<file path="config.mk">
export PLATFORM = sky130hd
export DESIGN_NAME = astable_555_vco_multi
export DESIGN_NICKNAME = d
export VERILOG_FILES = /design/src/rtl/vco_555_pkg.sv /design/src/rtl/vco_555_slot_update.sv /design/src/rtl/astable_555_vco_multi.sv
export SDC_FILE = /design/constraint.sdc
export NUM_CORES = 1
export LEC_CHECK = 0
export CAP_MARGIN = 20
export CORE_MARGIN = 3
export CORE_UTILIZATION = 59
export DETAILED_ROUTE_END_ITERATION = 8
export PLACE_DENSITY = 0.9
export SLEW_MARGIN = 20
export SYNTH_ARGS = -nofsm -noshare
export SYNTH_HDL_FRONTEND = slang
export SYNTH_HIERARCHICAL = 1
export SYNTH_SLANG_ARGS = --single-unit
</file>
<file path="constraint.sdc">
create_clock -name clk -period 22.8 [get_ports clk]
set_input_delay 5.7 -clock clk [delete_from_list [all_inputs] [get_ports clk]]
set_output_delay 5.7 -clock clk [all_outputs]
set_load 0.05 [all_outputs]
</file>
<file path="src/rtl/vco_555_pkg.sv">
// vco_555_pkg: shared types, constants and coefficient helper for the multi-channel 555 VCO
package vco_555_pkg;
  typedef enum logic {CHARGE, DISCHARGE} chan_state_t;
  typedef enum logic [1:0] {IDLE, RUN, DONE} seq_state_t;
  localparam int K_W = 16;
  // K = dt/(R*C) in Q0.16 with dt = 1/sample_rate; C is given in nanofarads
  function automatic logic [K_W-1:0] k_from_rc(input longint sample_rate, input longint r_ohm, input longint c_nf);
    longint d;
    longint k;
    d = sample_rate * r_ohm * c_nf;
    k = (d == 0) ? 64'd65535 : ((longint'(1) << K_W) * longint'(1_000_000_000)) / d;
    return (k > 65535) ? 16'hffff : K_W'(k);
  endfunction
endpackage

</file>
<file path="src/rtl/vco_555_slot_update.sv">
// vco_555_slot_update: combinational one-channel charge/discharge step shared by all channels
module vco_555_slot_update
  import vco_555_pkg::*;
#(
  parameter int WIDTH = 16,
  parameter int FRAC = 8,
  parameter logic [K_W-1:0] K_CHARGE = 16'd2048,
  parameter logic [K_W-1:0] K_DISCHARGE = 16'd4096
) (
  input  logic [WIDTH+FRAC-1:0] v,
  input  chan_state_t           st,
  input  logic [WIDTH-1:0]      v_control,
  input  logic                  en,
  output logic [WIDTH+FRAC-1:0] v_next,
  output chan_state_t           st_next,
  output logic [WIDTH-1:0]      sample
);
  localparam int VW = WIDTH + FRAC;
  localparam int PW = VW + K_W;
  localparam logic [VW-1:0] VMAX = '1;
  logic [PW-1:0] up_prod, dn_prod;
  logic [VW-1:0] up_step, dn_step, v_up, v_dn, upper, lower;
  logic [VW:0] up_sum;
  assign up_prod = PW'(VMAX - v) * PW'(K_CHARGE);
  assign dn_prod = PW'(v) * PW'(K_DISCHARGE);
  assign up_step = VW'(up_prod >> K_W);
  assign dn_step = VW'(dn_prod >> K_W);
  assign up_sum = {1'b0, v} + {1'b0, up_step};
  assign v_up = up_sum[VW] ? VMAX : up_sum[VW-1:0];
  assign v_dn = (dn_step > v) ? '0 : v - dn_step;
  assign upper = VW'(v_control) << FRAC;
  assign lower = upper >> 1;
  // zero control forces a decay; otherwise thresholds are tested against the updated voltage
  always_comb begin
    v_next = '0;
    st_next = CHARGE;
    if (en && v_control == '0) begin
      v_next = v_dn;
      st_next = DISCHARGE;
    end else if (en && st == CHARGE) begin
      v_next = v_up;
      st_next = (v_up >= upper) ? DISCHARGE : CHARGE;
    end else if (en) begin
      v_next = v_dn;
      st_next = (v_dn <= lower) ? CHARGE : DISCHARGE;
    end
  end
  assign sample = (en && st_next == CHARGE) ? {1'b0, {(WIDTH-1){1'b1}}} : '0;
endmodule

</file>
<file path="src/rtl/astable_555_vco_multi.sv">
// astable_555_vco_multi: time-multiplexed bank of 555 astable VCOs; VCO_CAP_OUT_EN adds cap_out
module astable_555_vco_multi
  import vco_555_pkg::*;
#(
  parameter int CHANNELS = 4,
  parameter int WIDTH = 16,
  parameter int FRAC = 8,
  parameter int CLOCK_RATE = 1000000,
  parameter int SAMPLE_RATE = 48000,
  parameter logic [K_W-1:0] K_CHARGE = 16'd2048,
  parameter logic [K_W-1:0] K_DISCHARGE = 16'd4096
) (
  input  logic                      clk,
  input  logic                      reset,
  input  logic                      audio_clk_en,
  input  logic [CHANNELS-1:0]       chan_enable,
  input  logic [CHANNELS*WIDTH-1:0] v_control,
  output logic [CHANNELS*WIDTH-1:0] out,
`ifdef VCO_CAP_OUT_EN
  output logic [CHANNELS*WIDTH-1:0] cap_out,
`endif
  output logic                      out_valid,
  output logic                      busy,
  output logic                      overrun
);
  localparam int VW = WIDTH + FRAC;
  localparam int IW = (CHANNELS > 1) ? $clog2(CHANNELS) : 1;
  if (CHANNELS < 1 || CHANNELS > 16 || CLOCK_RATE < SAMPLE_RATE * (CHANNELS + 3)) begin : g_param_check
    $error("astable_555_vco_multi: CHANNELS or clock/sample rate out of range");
  end
  seq_state_t seq, seq_next;
  logic [IW-1:0] idx;
  logic last;
  logic [VW-1:0] v_r [CHANNELS];
  chan_state_t st_r [CHANNELS];
  logic [WIDTH-1:0] vc_a [CHANNELS];
  logic [WIDTH-1:0] stage [CHANNELS];
  logic [WIDTH-1:0] out_a [CHANNELS];
  logic [VW-1:0] v_next;
  chan_state_t st_next;
  logic [WIDTH-1:0] sample;
  for (genvar g = 0; g < CHANNELS; g++) begin : g_pack
    assign vc_a[g] = v_control[g*WIDTH +: WIDTH];
    assign out[g*WIDTH +: WIDTH] = out_a[g];
  end
  assign last = idx == IW'(CHANNELS - 1);
  assign busy = seq == RUN;
  assign out_valid = seq == DONE;
  vco_555_slot_update #(
    .WIDTH(WIDTH),
    .FRAC(FRAC),
    .K_CHARGE(K_CHARGE),
    .K_DISCHARGE(K_DISCHARGE)
  ) u_slot (
    .v(v_r[idx]),
    .st(st_r[idx]),
    .v_control(vc_a[idx]),
    .en(chan_enable[idx]),
    .v_next(v_next),
    .st_next(st_next),
    .sample(sample)
  );
  // sequencer state register
  always_ff @(posedge clk or posedge reset)
    if (reset) seq <= IDLE;
    else seq <= seq_next;
  // IDLE waits for the strobe, RUN walks every channel slot, DONE publishes for one cycle
  always_comb begin
    seq_next = IDLE;
    seq_next = (seq == IDLE) ? (audio_clk_en ? RUN : IDLE) :
               (seq == RUN)  ? (last ? DONE : RUN) : IDLE;
  end
  // slot walk: write back the shared datapath result, publish the whole bank after the last slot
  always_ff @(posedge clk or posedge reset)
    if (reset) begin
      idx <= '0;
      overrun <= 1'b0;
      for (int i = 0; i < CHANNELS; i++) begin
        v_r[i] <= '0;
        st_r[i] <= CHARGE;
        stage[i] <= '0;
        out_a[i] <= '0;
      end
    end else begin
      if (audio_clk_en && seq != IDLE) overrun <= 1'b1;
      idx <= (seq == RUN) ? idx + IW'(1) : '0;
      if (seq == RUN) begin
        v_r[idx] <= v_next;
        st_r[idx] <= st_next;
        stage[idx] <= sample;
        if (last) for (int i = 0; i < CHANNELS; i++) out_a[i] <= (IW'(i) == idx) ? sample : stage[i];
      end
    end
`ifdef VCO_CAP_OUT_EN
  logic [WIDTH-1:0] cap_stage [CHANNELS];
  logic [WIDTH-1:0] cap_a [CHANNELS];
  for (genvar g = 0; g < CHANNELS; g++) begin : g_cap_pack
    assign cap_out[g*WIDTH +: WIDTH] = cap_a[g];
  end
  // capacitor voltage tap, staged and published alongside out
  always_ff @(posedge clk or posedge reset)
    if (reset) begin
      for (int i = 0; i < CHANNELS; i++) begin
        cap_stage[i] <= '0;
        cap_a[i] <= '0;
      end
    end else if (seq == RUN) begin
      cap_stage[idx] <= v_next[VW-1:FRAC];
      if (last) for (int i = 0; i < CHANNELS; i++) cap_a[i] <= (IW'(i) == idx) ? v_next[VW-1:FRAC] : cap_stage[i];
    end
`endif
endmodule

</file>
Word-level counts from Yosys, hierarchy flattened
Index checks and enable logic that the tools add are counted.

word-level totals
  register bits after elaboration = 233
  input bits = 71
  output and inout bits = 67
  word-level logic and storage cells = 88

cells by class
  $add $sub $neg = 4
  magnitude comparators = 6
  eq/ne operators = 6
  mux-type cells = 40
  bitwise operators = 3
  reductions and logical operators = 10

operators by type and width
  cell                                                                  count
  24-bit two-way mux                                                    8
  16-bit two-way mux                                                    7
  96-bit bitwise mux                                                    1
  64-bit bitwise mux                                                    1
  24-bit binary-select mux with 2-bit select                            1
  24-bit demux with 2-bit select                                        1
  16-bit binary-select mux with 2-bit select                            1
  16-bit demux with 2-bit select                                        1
  24-bit by 24-bit adder with 25-bit output                             1
  24-bit by 24-bit subtractor with 25-bit output, first input constant  1
  24-bit >= comparator                                                  1
  20-bit by 24-bit greater-than comparator with 1-bit output            1
  24-bit by 23-bit less-or-equal comparator with 1-bit output           1
  24-bit by 20-bit subtractor with 24-bit output                        1
  16-bit zero test                                                      1
  15-bit two-way mux                                                    1
  1-bit two-way mux                                                     10
  2-bit two-way mux                                                     4
  1-bit logical AND                                                     5
  1-bit binary-select mux with 2-bit select                             2
  4-bit bitwise mux                                                     1
  2-bit equality test, first input constant                             2
  2-bit equality test, second input constant                            2
  2-bit zero test                                                       2
  11 further kinds                                                      12

Depth between registers and ports, before layout
Gate-level depths: netlist of run 1.

  depth in word-level cells = 15
  depth in mapped cells = 27
  gate-level depth less buffers = 24

Modules after synthesis
The synthesis of run 1 kept the hierarchy.

modules (own cells, without submodules)
  module                 times used  cells each  area each (µm²)  seq. area each (µm²)
  astable_555_vco_multi  1           580         9,749.4          5,430.2
  vco_555_slot_update    1           563         3,990.1          0.0

Worst setup path before layout of run 1
No wires, ideal clock.

  kind = input to register
  start = input port v_control[59]
  end = register out_a (netlist bit out[10])
  library setup time = 0.067 ns
  data arrival time = 8.485 ns
  path slack = 14.249 ns
  stages = 14
  cells stage by stage = mux4_2 inv_1 ha_1 a2111oi_0 o21ai_0 o21a_1 o21ai_0 a21oi_1 o21ai_0 o311a_1 o211a_1 buf_4 mux2_2 mux2_2

on the way
  longest elaborated chain between the ends = 12
  elaborated cells on any way between the ends = 16

ends and longest elaborated chain
  what                                                         RTL line                     RTL
  start, declared                                              astable_555_vco_multi.sv:17  input logic [CHANNELS*WIDTH-1:0] v_control,
  16-bit binary-select mux with 2-bit select (*)               astable_555_vco_multi.sv:57  .v_control(vc_a[idx]),
  16-bit two-way mux (implied by the code) (*) (2 in a row)    astable_555_vco_multi.sv:57
  24-bit by 23-bit less-or-equal comparator with 1-bit output  vco_555_slot_update.sv:45    st_next = (v_dn <= lower) ? CHARGE : DISCHARGE;
  1-bit two-way mux                                            vco_555_slot_update.sv:45
  1-bit two-way mux                                            vco_555_slot_update.sv:43    end else if (en) begin
  1-bit two-way mux                                            vco_555_slot_update.sv:40    end else if (en && st == CHARGE) begin
  1-bit two-way mux (*)                                        vco_555_slot_update.sv:37    if (en && v_control == '0) begin
  1-bit NOT (*)                                                vco_555_slot_update.sv:48    assign sample = (en && st_next == CHARGE) ? {1'b0, {(WIDTH-1){1'b1}}} : '0;
  1-bit logical AND (*)                                        vco_555_slot_update.sv:48
  15-bit two-way mux (*)                                       vco_555_slot_update.sv:48
  via sample[10]                                               astable_555_vco_multi.sv:41  logic [WIDTH-1:0] sample;
  16-bit two-way mux (*)                                       astable_555_vco_multi.sv:91  if (last) for (int i = 0; i < CHANNELS; i++) out_a[i] <= (IW'(i) == idx) ? sample : stage[i];
  end signal, assigned by index                                astable_555_vco_multi.sv:82  out_a[i] <= '0;
  end, declared                                                astable_555_vco_multi.sv:38  logic [WIDTH-1:0] out_a [CHANNELS];

The timed path passes the listed nets; every way through them passes the cells marked *. The select of a mux whose other input is x is not followed.
A chain may end at the register's enable or synchronous reset.

Final worst setup path of run 1
  start = input port v_control[59]
  end = register out_a (netlist bit out[21])

on the way
  longest elaborated chain between the ends = 12
  elaborated cells on any way between the ends = 16

ends and longest elaborated chain
  what                                                         RTL line
  16-bit binary-select mux with 2-bit select (*)               astable_555_vco_multi.sv:57
  16-bit two-way mux (implied by the code) (*) (2 in a row)    astable_555_vco_multi.sv:57
  24-bit by 23-bit less-or-equal comparator with 1-bit output  vco_555_slot_update.sv:45
  1-bit two-way mux                                            vco_555_slot_update.sv:45
  1-bit two-way mux                                            vco_555_slot_update.sv:43
  1-bit two-way mux                                            vco_555_slot_update.sv:40
  1-bit two-way mux (*)                                        vco_555_slot_update.sv:37
  1-bit NOT (*)                                                vco_555_slot_update.sv:48
  1-bit logical AND (*)                                        vco_555_slot_update.sv:48
  15-bit two-way mux (*)                                       vco_555_slot_update.sv:48
  16-bit two-way mux (*)                                       astable_555_vco_multi.sv:91

Mark *: on every way between the ends. The rest lies on a longest branch, timed or not. The select of a mux whose other input is x is not followed.

==> results.tsv, run 1 <==
stage	metric	value	unit
run_status	status	finished clean	
finish	fill_cells	1485	
global_route	overflow	0	
finish	multi_input_area	0.00769	sq mm
synthesis	ys_ff_latch	217	
worst_setup_path	cpMostUsedCell	o21ai_0	
detailed_routing	num_vias	10100	
worst_setup_path	cp_max_fo	105	
sta	slew_headroom	0.306	
worst_setup_path	path_delay_family	compound AO/OA/AOI/OAI gates	
clocking	ctsHoldBuffers	0	
synthesis	synthAdderAreaFrac	0.0694	
worst_setup_path	critPathCaptureType	flop	
die	core	0.0228	sq mm
worst_setup_path	path_depth	15	
synthesis	ys_types	83	
place	dp_hpwl	25200	um
sta	finClkSkew	24.9	ps
worst_setup_path	crit_buf_inv	3	
place	pre_cts_slack	13070	ps
die	io_pins	138	
detailed_routing	wl_per_cell	23.8	um
detailed_routing	vias_per_cell	6.42	
sta	fmax	0.106	GHz
sta	rsz0062_at_grt	false	
global_route	grt_first_pass_wirelength	59000	um
sta	fin_ws	13400	ps
synthesis	synth_top_flop_cell	dfrtp_1	
finish	area_growth	16.2	%
sta	hold_viol	0	
synthesis	synth_compound_area_frac	0.106	
clocking	cts.htree.levels	1	
global_route	antenna_found_initial	2	
synthesis	synth_xor_xnor_area_share	0.0191	
clocking	postCtsSetupRepairBufs	0	
sta	setup_tns	0	ps
global_route	grt_usage	0.300	
detailed_routing	wirelength	37400	um
synthesis	synth-simple-area-share	0.0748	
clocking	cts_buffers	24	
min_path	hold_depth	1	
synthesis	ys_seq_area_frac	0.395	
finish	fin_nets	1391	
sta	tightest_slew	1040	ps
worst_setup_path	cp.arrival	9850	ps
synthesis	netlist_area	0.0137	sq mm
synthesis	netlist_instances	1143	
finish	seq_area	0.00544	sq mm
synthesis	synth-edff-count	0	
sta	hold_ws	500	ps
detailed_routing	final_antenna_net_count	0	
clocking	cts_tree	yes	
sta	fin_crit_sh	0.412	
place	port_buffers	137	
detailed_routing	route.detailed.drc	0	
clocking	path_clk_slew	60	ps
clocking	cts-resized-gates	0	
finish	drive_above_1_share	0.299	
die	die-height	159	um
clocking	cts_root_buf	clkbuf_16	
worst_setup_path	slowest_stage	buf_4	
worst_setup_path	worstPathCellList	clkdlybuf4s50_1, mux4_2, inv_1, ha_1, a2111oi_0, o21ai_0, o21a_1, o21ai_0, a21oi_1, o21ai_0, o311a_1, o211a_2, buf_4, mux2_2, mux2_2	
detailed_routing	drt-pass1-iter-count	7	
global_route	grt_pass1_vias	10700	
place	place.gp.congestion	0.973	
synthesis	synth_top_family_by_area	multiplexers	
synthesis	async_reset_ff_frac	1.00	
die	initial_utilization	0.603	
synthesis	synthesis.nets	1289	
clocking	worstSkewPairLatency	530	ps
clocking	cts_buffer_depth	3	
worst_setup_path	critical_path_class	in -> reg	
worst_setup_path	r2r_cells	24	
detailed_routing	drt_iter0_markers	817	
die	die_x	159	um
sta	setup_viol	0	
sta	period_needed	9400	ps
die	rows	55	
die	fp.dieArea	0.0252	sq mm
synthesis	synthMuxAreaShare	0.290	
sta	drv_slew	0	
worst_setup_path	critPathMaxStageDelay	680	ps
synthesis	synth_area_per_cell	12.0	sq um
clocking	cts.sinks	217	
synthesis	yosysWarnings	6	
min_path	hold_class	reg -> reg	
worst_setup_path	cp-start-kind	primary input	
worst_setup_path	required	23250	ps
job	max_cap_viol_count	0	
global_route	grt_max_degree	148	
layout by cell type (no fill, tap or decap), drive strengths merged, types with 4 or more instances in the layout:
cell,count
nor4,10
or3,4
mux2,262
nand2b,10
a31oi,9
a22o,7
and2,11
nor2,43
buf,9
nand4,9
o21a,15
nor3,10
clkinv,5
dfrtp,217
clkdlybuf4s50,137
nand2,45
or4,5
o21ai,40
clkbuf,32
mux4,42
a21oi,34
o21bai,7
o31ai,5
inv,47
xor2,14
o211ai,6
a2111oi,5
nor2b,5
nand3,17
ha,73
o2bb2ai,4
xnor2,16
a211oi,13
a21o,23
and3,8
nand3b,6
synth_stat cells, types with 7 or more instances:
library cell / n / area, sq um
nor3_1: 9 / 45.0
inv_1: 47 / 176
clkbuf_1: 10 / 37.5
mux2_4: 16 / 240
nor4_1: 8 / 50.1
nand3_1: 17 / 85.1
buf_4: 21 / 158
xor2_1: 14 / 123
nand2b_1: 10 / 62.6
ha_1: 73 / 913
xnor2_1: 16 / 140
a21o_1: 23 / 173
nor2_1: 43 / 161
mux4_2: 42 / 946
nand4_1: 9 / 56.3
o21ai_0: 39 / 195
mux2_2: 246 / 2770
a21oi_1: 33 / 165
buf_6: 7 / 78.8
a31oi_1: 9 / 56.3
and2_1: 11 / 68.8
buf_2: 32 / 160
o21a_1: 15 / 113
a22o_1: 7 / 61.3
dfrtp_1: 217 / 5430
a211oi_1: 10 / 75.1
nand2_1: 44 / 165
o21bai_1: 7 / 52.6
worst reg2reg max path: stages (launching register included):
cell,delay (ps)
dfrtp_4,630
buf_4,630
mux4_2,670
inv_1,160
ha_1,190
inv_1,60
fa_1,400
nor2b_1,190
o2111a_1,250
o21bai_1,180
a21oi_1,330
nand3_1,590
nand2_1,280
ha_1,290
a2111oi_0,430
o21ai_0,150
o21a_1,140
o21ai_0,190
a21oi_1,110
o21ai_0,90
o311a_1,240
o211a_2,180
buf_4,680
mux2_2,390
mux2_2,160
final timing paths:
kind | startpoint | end | slack, ps
max in group asynchronous | reset | out[33]$_DFFE_PP0P_ | 15470
hold / removal | v_r[42]$_DFFE_PP0P_ | v_r[42]$_DFFE_PP0P_ | 500
setup / recovery | v_control[59] | out[21]$_DFFE_PP0P_ | 13400
hold reg to reg | v_r[42]$_DFFE_PP0P_ | v_r[42]$_DFFE_PP0P_ | 500
setup reg to reg | idx[0]$_DFF_PP0_ | out[21]$_DFFE_PP0P_ | 15100
min in group asynchronous | reset | stage[62]$_DFFE_PP0P_ | 5810
cell type report:
class | count | area share
antenna | 2 | 0.000313
clock buffer | 32 | 0.0446
clock inverter | 8 | 0.00619
inverter | 48 | 0.0118
multi-input combinational | 808 | 0.482
sequential | 217 | 0.340
tap | 313 | 0.0245
timing repair buffer | 146 | 0.0901
kinds of logic (layout without fill, tap and decap cells):
group                      count (synthesis)  after routing
other                                      1              3
DFF                                      217            217
and+or+nand+nor                          192            192
AOI/OAI and AO/OA                        203            203
muxes                                    307            307
xor gates and xnor gates                  30             30
buffers and inverters                    118            234
adders and majority gates                 75             75
state kept, by name, indices dropped and copies added (netlist names):
signal and cells:
overrun 1, v_r 96, stage 48, out 64
seq 2, st_r 4, idx 2
per-layer routing:
layer,GRT usage,share of wire,up-vias
met5,0,0.00035,-
met4,0.109,0.038,2
met3,0.0718,0.083,108
met2,0.486,0.48,447
met1,0.397,0.40,5084
li1,-,-,4471
metrics by stage:
| step | util | area (sq um) | instances |
|---|---|---|---|
| floorplan | - | 13700 | 1143 |
| global placement | 0.665 | 15100 | 1532 |
| detailed placement | 0.665 | 15100 | 1532 |
| CTS | 0.701 | 16000 | 1572 |
| global route | 0.701 | 16000 | 1573 |
| finish | 0.701 | 16000 | 1574 |
Power of run 1 is left out: the tool's default activity adds up to more than one toggle a clock period on the data nets, which glitch-free logic cannot reach.
==> run 2: changes to the inputs <==
--- a/config.mk
+++ b/config.mk
@@ -7,9 +7,9 @@
 export LEC_CHECK = 0
 export CAP_MARGIN = 20
 export CORE_MARGIN = 3
-export CORE_UTILIZATION = 59
+export CORE_UTILIZATION = 54
 export DETAILED_ROUTE_END_ITERATION = 8
-export PLACE_DENSITY = 0.9
+export PLACE_DENSITY = 0.87
 export SLEW_MARGIN = 20
 export SYNTH_ARGS = -nofsm -noshare
 export SYNTH_HDL_FRONTEND = slang
==> constraint.sdc (replaced) <==
create_clock -name clk -period 8.2 [get_ports clk]
set_input_delay 2.05 -clock clk [delete_from_list [all_inputs] [get_ports clk]]
set_output_delay 2.05 -clock clk [all_outputs]
set_load 0.05 [all_outputs]
==> results.tsv, run 2 (synthesis results as in run 1) <==
stage	metric	value	unit	change
run_status	status	finished clean		unchanged
global_route	grt_pass1_vias	10400		was 10,700
detailed_routing	route.detailed.drc	0		unchanged
die	core	0.0247	sq mm	was 0.0228 sq mm
sta	period_needed	7020	ps	
sta	fmax	0.142	GHz	
worst_setup_path	critPathMaxStageDelay	820	ps	was 680 ps
worst_setup_path	worstPathCellList	buf_12, mux4_2, inv_1, ha_1, inv_1, fa_1, nor2b_1, o2111a_1, o21bai_1, a21oi_1, nand3_1, nand2_1, ha_1, a2111oi_0, o21ai_0, o21a_1, nand3_1, nand3_1, o21ai_0, o311a_1, o211a_4, mux2_2, mux2_2		was clkdlybuf4s50_1, mux4_2, inv_1, ha_1, a2111oi_0, o21ai_0, o21a_1, o21ai_0, a21oi_1, o21ai_0, o311a_1, o211a_2, buf_4, mux2_2, mux2_2
die	die-height	166	um	was 159 um
clocking	cts_root_buf	clkbuf_16		unchanged
clocking	cts_buffers	23		was 24
worst_setup_path	crit_end	out[11]$_DFFE_PP0P_		was out[21]$_DFFE_PP0P_
worst_setup_path	r2r_cells	23		was 24
die	io_pins	138		unchanged
clocking	cts.htree.levels	1		unchanged
sta	setup_viol	0		unchanged
place	dp_hpwl	25100	um	was 25,200 um
finish	final_common_cell	mux2_2		unchanged
sta	hold_viol	0		unchanged
finish	area_growth	16.4	%	was 16.2%
clocking	cts_tree	yes		unchanged
detailed_routing	num_vias	9997		was 10,100
global_route	grt_max_degree	152		was 148
clocking	ctsHoldBuffers	0		unchanged
place	place.gp.congestion	0.975		was 0.973
worst_setup_path	slowest_stage	o211a_4		was buf_4
sta	fin_crit_sh	0.856		
detailed_routing	drt_iter0_markers	847		was 817
worst_setup_path	timing.rr.start	idx[0]$_DFF_PP0_		unchanged
finish	regMostFlops	v_r		unchanged
die	initial_utilization	0.557		was 0.603
worst_setup_path	cp_max_fo	105		unchanged
finish	fin_nets	1392		was 1,391
global_route	overflow	0		unchanged
clocking	cts_buffer_depth	3		unchanged
sta	tightest_slew	1010	ps	was 1040 ps
finish	n_antenna_cell	0		was 2
sta	finClkSkew	18.0	ps	was 24.9 ps
clocking	cts.sinks	217		unchanged
detailed_routing	drt-pass1-iter-count	5		was 7
finish	drive_above_1_share	0.300		was 0.299
detailed_routing	vias_per_cell	6.30		was 6.42
sta	drv_slew	0		unchanged
worst_setup_path	r2r_end	out[11]$_DFFE_PP0P_		was out[21]$_DFFE_PP0P_
clocking	worstSkewPairLatency	510	ps	was 530 ps
worst_setup_path	required	8640	ps	was 23,250 ps
die	die_x	166	um	was 159 um
detailed_routing	wirelength	36300	um	was 37,400 um
worst_setup_path	critPathCaptureType	flop		unchanged
finish	final_cell_mix	mux2_2 (246), dfrtp_1 (215), clkdlybuf4s50_1 (137)		unchanged
place	port_buffers	137		unchanged
global_route	grt_usage	0.268		was 0.300
die	fp.dieArea	0.0274	sq mm	was 0.0252 sq mm
worst_setup_path	cpMostUsedCell	nand3_1		was o21ai_0
worst_setup_path	cp-start-kind	flop		was primary input
detailed_routing	wl_per_cell	22.9	um	was 23.8 um
die	rows	57		was 55
worst_setup_path	critical_path_class	reg -> reg		was in -> reg
min_path	hold_class	reg -> reg		unchanged
worst_setup_path	cp.arrival	7460	ps	was 9850 ps
clocking	postCtsSetupRepairBufs	0		unchanged
global_route	antenna_found_initial	0		was 2
clocking	cts-resized-gates	0		unchanged
sta	rsz0062_at_grt	false		unchanged
worst_setup_path	critPathLaunch	idx[0]$_DFF_PP0_		was v_control[59]
worst_setup_path	r2r_slack	1180	ps	was 15,100 ps
finish	largest_reg_flops	96		unchanged
sta	setup_tns	0	ps	unchanged
job	max_cap_viol_count	0		unchanged
clocking	path_clk_slew	60	ps	about the same
detailed_routing	final_antenna_net_count	0		unchanged
sta	slew_headroom	0.326		was 0.306
global_route	grt_first_pass_wirelength	57400	um	was 59,000 um
[run 2: changes by cell type in the layout (fill, tap and decap cells not counted), sizes merged]
cell      previous run  this run
buf                  9        11
bufinv               2         3
clkbuf              32        29
clkinv               5         9
clkinvlp             2         0
diode                2         0
inv                 47        48
[run 2: worst min-delay path by stage]
| stage | from | endpoint | slack, ps | cells after the start |
|---|---|---|---|---|
| CTS | overrun$_DFFE_PP0P_ | overrun$_DFFE_PP0P_ | 480 | 1 |
| floorplan | seq[1]$_DFF_PP0_ | seq[0]$_DFF_PP0_ | 470 | 1 |
| global route | stage[17]$_DFFE_PP0P_ | stage[17]$_DFFE_PP0P_ | 510 | 1 |
| detailed placement | overrun$_DFFE_PP0P_ | overrun$_DFFE_PP0P_ | 460 | 1 |
| global placement | overrun$_DFFE_PP0P_ | overrun$_DFFE_PP0P_ | 460 | 1 |
| finish | overrun$_DFFE_PP0P_ | overrun$_DFFE_PP0P_ | 480 | 1 |
[run 2: metrics by stage]
stage,area (sq um),util,setup slack (ps),std cells,hold WS (ps)
after floorplan,13700,-,214,1143,473
after global placement,15200,0.615,1530,1543,458
after detailed placement,15200,0.615,1290,1543,460
after CTS,16000,0.647,1250,1584,485
after global routing,16000,0.648,646,1586,510
final,16000,0.648,1180,1586,483
[run 2: per-layer routing]
metal / vias to the layer above / part of all wire / GRT usage / wire [um]
li1: 4457 / - / - / -
met1: 5066 / 0.41 / 0.356 / 14900
met2: 411 / 0.48 / 0.450 / 17600
met3: 63 / 0.084 / 0.0614 / 3060
met4: 0 / 0.021 / 0.0616 / 773
met5: - / 0 / 0 / 0
[run 2: final cells by class]
class                      instances  area (sq um)
fill                            1751          8680
multi-input combinational        808          7700
clock inverter                    12           139
tap                              324           405
sequential                       217          5430
clock buffer                      29           638
inverter                          48           189
timing repair buffer             148          1490
[run 2: critical path, delay by kind of cell (launching register included)]
kind | cells | cell delay (ps)
buf+inv | 3 | 460
compound gates | 9 | 2660
fa+ha+maj | 3 | 870
flops | 1 | 690
mux | 3 | 1040
simple gates | 5 | 1150
Power of run 2 is left out for the same reason.
==> RTL edit 1 (settings of run 2) <==
Change the parameter `CHANNELS` from 4 to 16.
--- a/src/rtl/astable_555_vco_multi.sv
+++ b/src/rtl/astable_555_vco_multi.sv
@@ -2,7 +2,7 @@
 module astable_555_vco_multi
   import vco_555_pkg::*;
 #(
-  parameter int CHANNELS = 4,
+  parameter int CHANNELS = 16,
   parameter int WIDTH = 16,
   parameter int FRAC = 8,
   parameter int CLOCK_RATE = 1000000,
Interface: changed (resized chan_enable, out and v_control); port bits go from 138 to 534. No check against the original RTL was run, so the function may have changed too.
==> RTL edit 1 against run 2 <==
- first-iteration DRC count increased to 3.9 times the old value
- global-route usage increased by 5.3 points
- sequential cell count increased by 686
- synthesized area increased to 3.2 times the old value
- wire length increased to 3.8 times the old value
- setup slack got worse by 0.63 ns
- final area increased to 3.3 times the old value
- cell count increased to 3.1 times the old value
Power is not shown: default switching activity piles up to over one toggle a cycle in this logic, so the estimate is an artifact.
==> RTL edit 1: results (changes against run 2) <==
The start point of the critical path was idx[2]. For the depth of the CTS H-tree, the log shows 3 (+2). The number of nets in the layout is 4195 (+200%), and the number of antenna violations at the first check in global routing is 16 (+16). The xor/xnor cell area share of the yosys netlist was 0.006553 (-0.01257); the placed standard-cell area was 49970 um2 (+230%). For the aggregate routed wire length, the log shows 138.4 mm (+280%). The share of the synthesized area in compound gates (AO/OA/AOI/OAI) was 0.09799 (-0.008380); the number of vias after detailed routing was 32068 (+220%). The count of clock buffers in the final design was 130 (+350%). The flow ran to the end, and the final reports show no timing, DRC or antenna violations.

The count of distinct cell types in the synthesized netlist was 92 (+11%). The critical path ends at out[202]. The multi-input gate area in the final layout was 19760 um2 (+160%). The run gives 227 (+49%) as the pin count of the biggest net entering global routing.

The pre-CTS worst setup slack was 0.7420 ns (-0.5459 ns); the fill cell instance count of the final layout was 5491 (+210%). The post-detailed-route wirelength per cell is 27.72 um (+21%). The highest metal layer with signal wires is met5. The non-clock buffer area fraction after layout came out at 0.1146 (+0.02140). The tools report the number of detailed-routing iterations run before antenna repair as 6 (+1). In this run the critical register-to-register path is launched from idx[2].

The logs give 44100 um2 (+220%) for the area of the mapped netlist and 0.06806 ns (+0.05007 ns) for the setup skew after layout. The inverter count of the layout excluding clock inverters is 51 (+6.3%), and the met1 layer usage reported by global route is 0.4015 (+0.04598). The met3 layer wire length in the routed design was 10.55 mm (+240%).

The cell with the biggest individual delay on the critical path is nor2b_4. The number of flip-flops under the largest register name came out at 384 (+300%). The run gives 130.8 MHz (-8.2%) as the maximum clock frequency.

The register-to-register setup slack is 0.55 ns (-0.63 ns).
RTL edit 1: changes by cell type in the layout (fill, tap and decap cells not counted), sizes merged, moves of 11 or more:
| cell | delta |
|---|---|
| buf | +72 |
| o21ai | +448 |
| diode | +11 |
| nor2 | +16 |
| mux2i | +49 |
| mux2 | +411 |
| a22oi | +83 |
| mux4 | +126 |
| clkbuf | +101 |
| nand2 | +216 |
| dfrtp | +686 |
| clkinv | +16 |
| clkdlybuf4s50 | +396 |
RTL edit 1: cells by family after synthesis:
| group | count (synthesis) |
|---|---|
| and+or+nand+nor | 446 |
| other | 1 |
| adders and majority gates | 75 |
| xor gates and xnor gates | 33 |
| muxes | 893 |
| DFF | 903 |
| AOI/OAI and AO/OA | 734 |
| buffers and inverters | 362 |
==> RTL edit 2 (settings of run 2) <==
Without the edit above. Encoding of `seq_state_t`: now one-hot (3 bits for 3 states).
--- a/src/rtl/vco_555_pkg.sv
+++ b/src/rtl/vco_555_pkg.sv
@@ -1,7 +1,7 @@
 // vco_555_pkg: shared types, constants and coefficient helper for the multi-channel 555 VCO
 package vco_555_pkg;
   typedef enum logic {CHARGE, DISCHARGE} chan_state_t;
-  typedef enum logic [1:0] {IDLE, RUN, DONE} seq_state_t;
+  typedef enum logic [2:0] {IDLE = 3'b001, RUN = 3'b010, DONE = 3'b100} seq_state_t;
   localparam int K_W = 16;
   // K = dt/(R*C) in Q0.16 with dt = 1/sample_rate; C is given in nanofarads
   function automatic logic [K_W-1:0] k_from_rc(input longint sample_rate, input longint r_ohm, input longint c_nf);
Function: no difference found for any inputs over 10 cycles, from zero or initial values and one cycle with reset high; not proved beyond that.
==> RTL edit 2 against run 2 <==
- sequential share of layout area about the same
- synthesized area up 1.5%
- setup slack worse by 0.28 ns
- sequential cell count up 1
- clock skew down 0.0087 ns
- via count about the same
- wire length down 0.31%
- final area up 0.34%
Power is not shown: default switching activity piles up to over one toggle a cycle in this logic, so the estimate is an artifact.
==> RTL edit 2: results (changes against run 2) <==
The pin count of the biggest net entering global routing is 142 (-6.6%). For the aggregate routed wire length, the log shows 36.21 mm (-0.31%). Post-synth net total: 1296 (+0.54%). The minimum clock period was 7.294 ns (+0.2757 ns); the depth of the CTS H-tree was 1 (unchanged). The flow ran to the end, and the final reports show no timing, DRC or antenna violations.

Among all stages on the critical path, the largest delay is contributed by dfrtp_2. For the placed wire-length estimate after detailed placement, the log shows 25.70 mm (+2.3%). The mean number of vias per cell is 6.288 (-0.23%).

The post-synthesis sequential area ratio is 0.3914 (-0.003861), and the count of yosys warnings during synthesis is 6 (unchanged). The first-pass GRT wire length is 57.95 mm (+0.97%). The tools report the number of nets in the layout as 1395 (+0.22%). The final estimated routing congestion in global placement came out at 0.9868 (+1.2%). The count of input and output buffers was 137 (unchanged); the count of distinct cell types in the synthesized netlist was 87 (+4.8%). The tools report the number of global-route vias before repair as 10419 (+0.038%). In the post-synthesis netlist, the cell with the most instances is mux2_2.

After clock tree synthesis, the clock-pin slew on the worst setup and hold paths is 0.07 ns. The number of flip-flops under the largest register name was 96 (unchanged). The share of final-layout standard cells stronger than drive strength 1 was 0.2982 (-0.002141); the clock latency at the later pin of the worst-skew pair was 0.50 ns. The count of routing violations after the opening detailed-route iteration is 851 (+0.47%), and the number of detailed-routing iterations run before antenna repair is 5 (unchanged). Ranked by total cell area, the synthesized netlist is headed by dfrtp_1 39%, mux2_2 19%, mux4_2 6.8%. The number of antenna cells inserted was 0 (unchanged); the number of antenna violations at the first check in global routing was 0 (unchanged). Setup skew after layout: 0.009252 ns (-0.008734 ns). Number of setup buffers added after CTS: 0 (unchanged). CTS buffer count: 22 (-4.3%).

Classification of the worst-slack hold path: register to register. Among cell families on the critical path, the largest total delay comes from compound AO/OA/AOI/OAI gates. The share of flip-flops with an asynchronous set or reset after synthesis was 1.000 (unchanged).

The arrival time at the worst endpoint was 7.73 ns (+0.27 ns); the delay of the slowest cell on the worst path was 0.79 ns (-0.03 ns). Counting instances in the post-synthesis netlist gives the leading cell types as 235 x mux2_2, 217 x dfrtp_1, 73 x ha_1. Dominant synthesized flop cell: dfrtp_1.

Slew at the pin with the worst max-slew slack: 1.068 ns (+0.05734 ns). The combined global-route utilization of all metal layers is 0.2546 (-0.01303), and the largest fanout on the critical path is 47 (-55%). The fill cell instance count of the final layout is 1803 (+3.0%).
RTL edit 2: cell types whose count changed in the layout (fill, tap and decap cells not counted), sizes merged, moves of 2 or more:
cell / change
clkinv: -6
nor4bb: +4
nand3b: -3
a21o: +2
buf: +2
clkinvlp: +2
nand2b: -2
nor2b: -2
nor3b: +2
or3b: +2
RTL edit 2: path summary, 6_finish.rpt:
path	cells after the start	endpoint	slack (ns)	startpoint
min in group asynchronous	2	overrun	2.15	reset
worst max-delay path	24	out[0]	0.91	idx[0]
worst min-delay path	1	v_r[6]	0.49	v_r[6]
max in group asynchronous	3	idx[1]	4.53	reset
worst max register to register	24	out[0]	0.91	idx[0]
worst min register to register	1	v_r[6]	0.49	v_r[6]
RTL edit 2: logic make-up (layout without fill, tap and decap cells):
logic type	Yosys count	after routing	synth area share
AO/OA/AOI/OAI	204	204	0.1055
buffers and inverters	122	233	0.05133
other	1	1	0.0002690
XOR/XNOR	30	30	0.01885
AND/OR/NAND/NOR	193	193	0.07646
multiplexers	307	307	0.2878
adder cells (fa/ha/maj)	75	75	0.06838
flip-flops	218	218	0.3914
RTL edit 2: metrics by stage:
stage	utilization	area, um2	setup WS, ns	hold slack [ns]	cells
6_report	0.6356	16050	0.9061	0.4875	1591
5_1_grt	0.6356	16050	0.2243	0.5043	1591
4_1_cts	0.6356	16050	0.9441	0.4931	1591
3_5_place_dp	0.6074	15340	0.9515	0.4788	1555
3_3_place_gp	0.6074	15340	1.311	0.4399	1555
2_1_floorplan	-	13940	0.1873	0.4526	1150
RTL edit 2: per-layer routing:
metal	vias up	share of wire	global-route usage
met5	-	0	0
met4	0	0.023	0.06098
met3	60	0.069	0.05364
met2	387	0.47	0.4165
met1	5077	0.43	0.3519
li1	4481	-	-
RTL edit 2: worst register-to-register path: stages (launching register included):
cell and delay, ns:
dfrtp_2 0.79, buf_4 0.33, mux4_2 0.57, inv_1 0.15, ha_1 0.19, inv_1 0.06
fa_1 0.40, nor2b_1 0.18, o2111a_1 0.24, o21bai_1 0.15, a21oi_1 0.30, nand3_1 0.52
nand2_1 0.24, ha_1 0.28, a2111oi_0 0.42, o21ai_0 0.15, o21a_1 0.14, o21ai_0 0.17
a21oi_1 0.08, o21ai_0 0.07, o311a_1 0.23, o211a_2 0.75, buf_4 0.45, mux2_2 0.24
mux2_2 0.15
RTL edit 2: area by class of cell:
| cell class | count | area (um2) | area share |
|---|---|---|---|
| repair buffers | 150 | 1469 | 0.09151 |
| inverters | 47 | 183.9 | 0.01146 |
| clock inverters | 7 | 93.84 | 0.005846 |
| multi-input cells | 810 | 7815 | 0.4869 |
| well taps | 330 | 412.9 | 0.02572 |
| clock buffers | 29 | 618.1 | 0.03851 |
| flip-flops and latches | 218 | 5459 | 0.3401 |
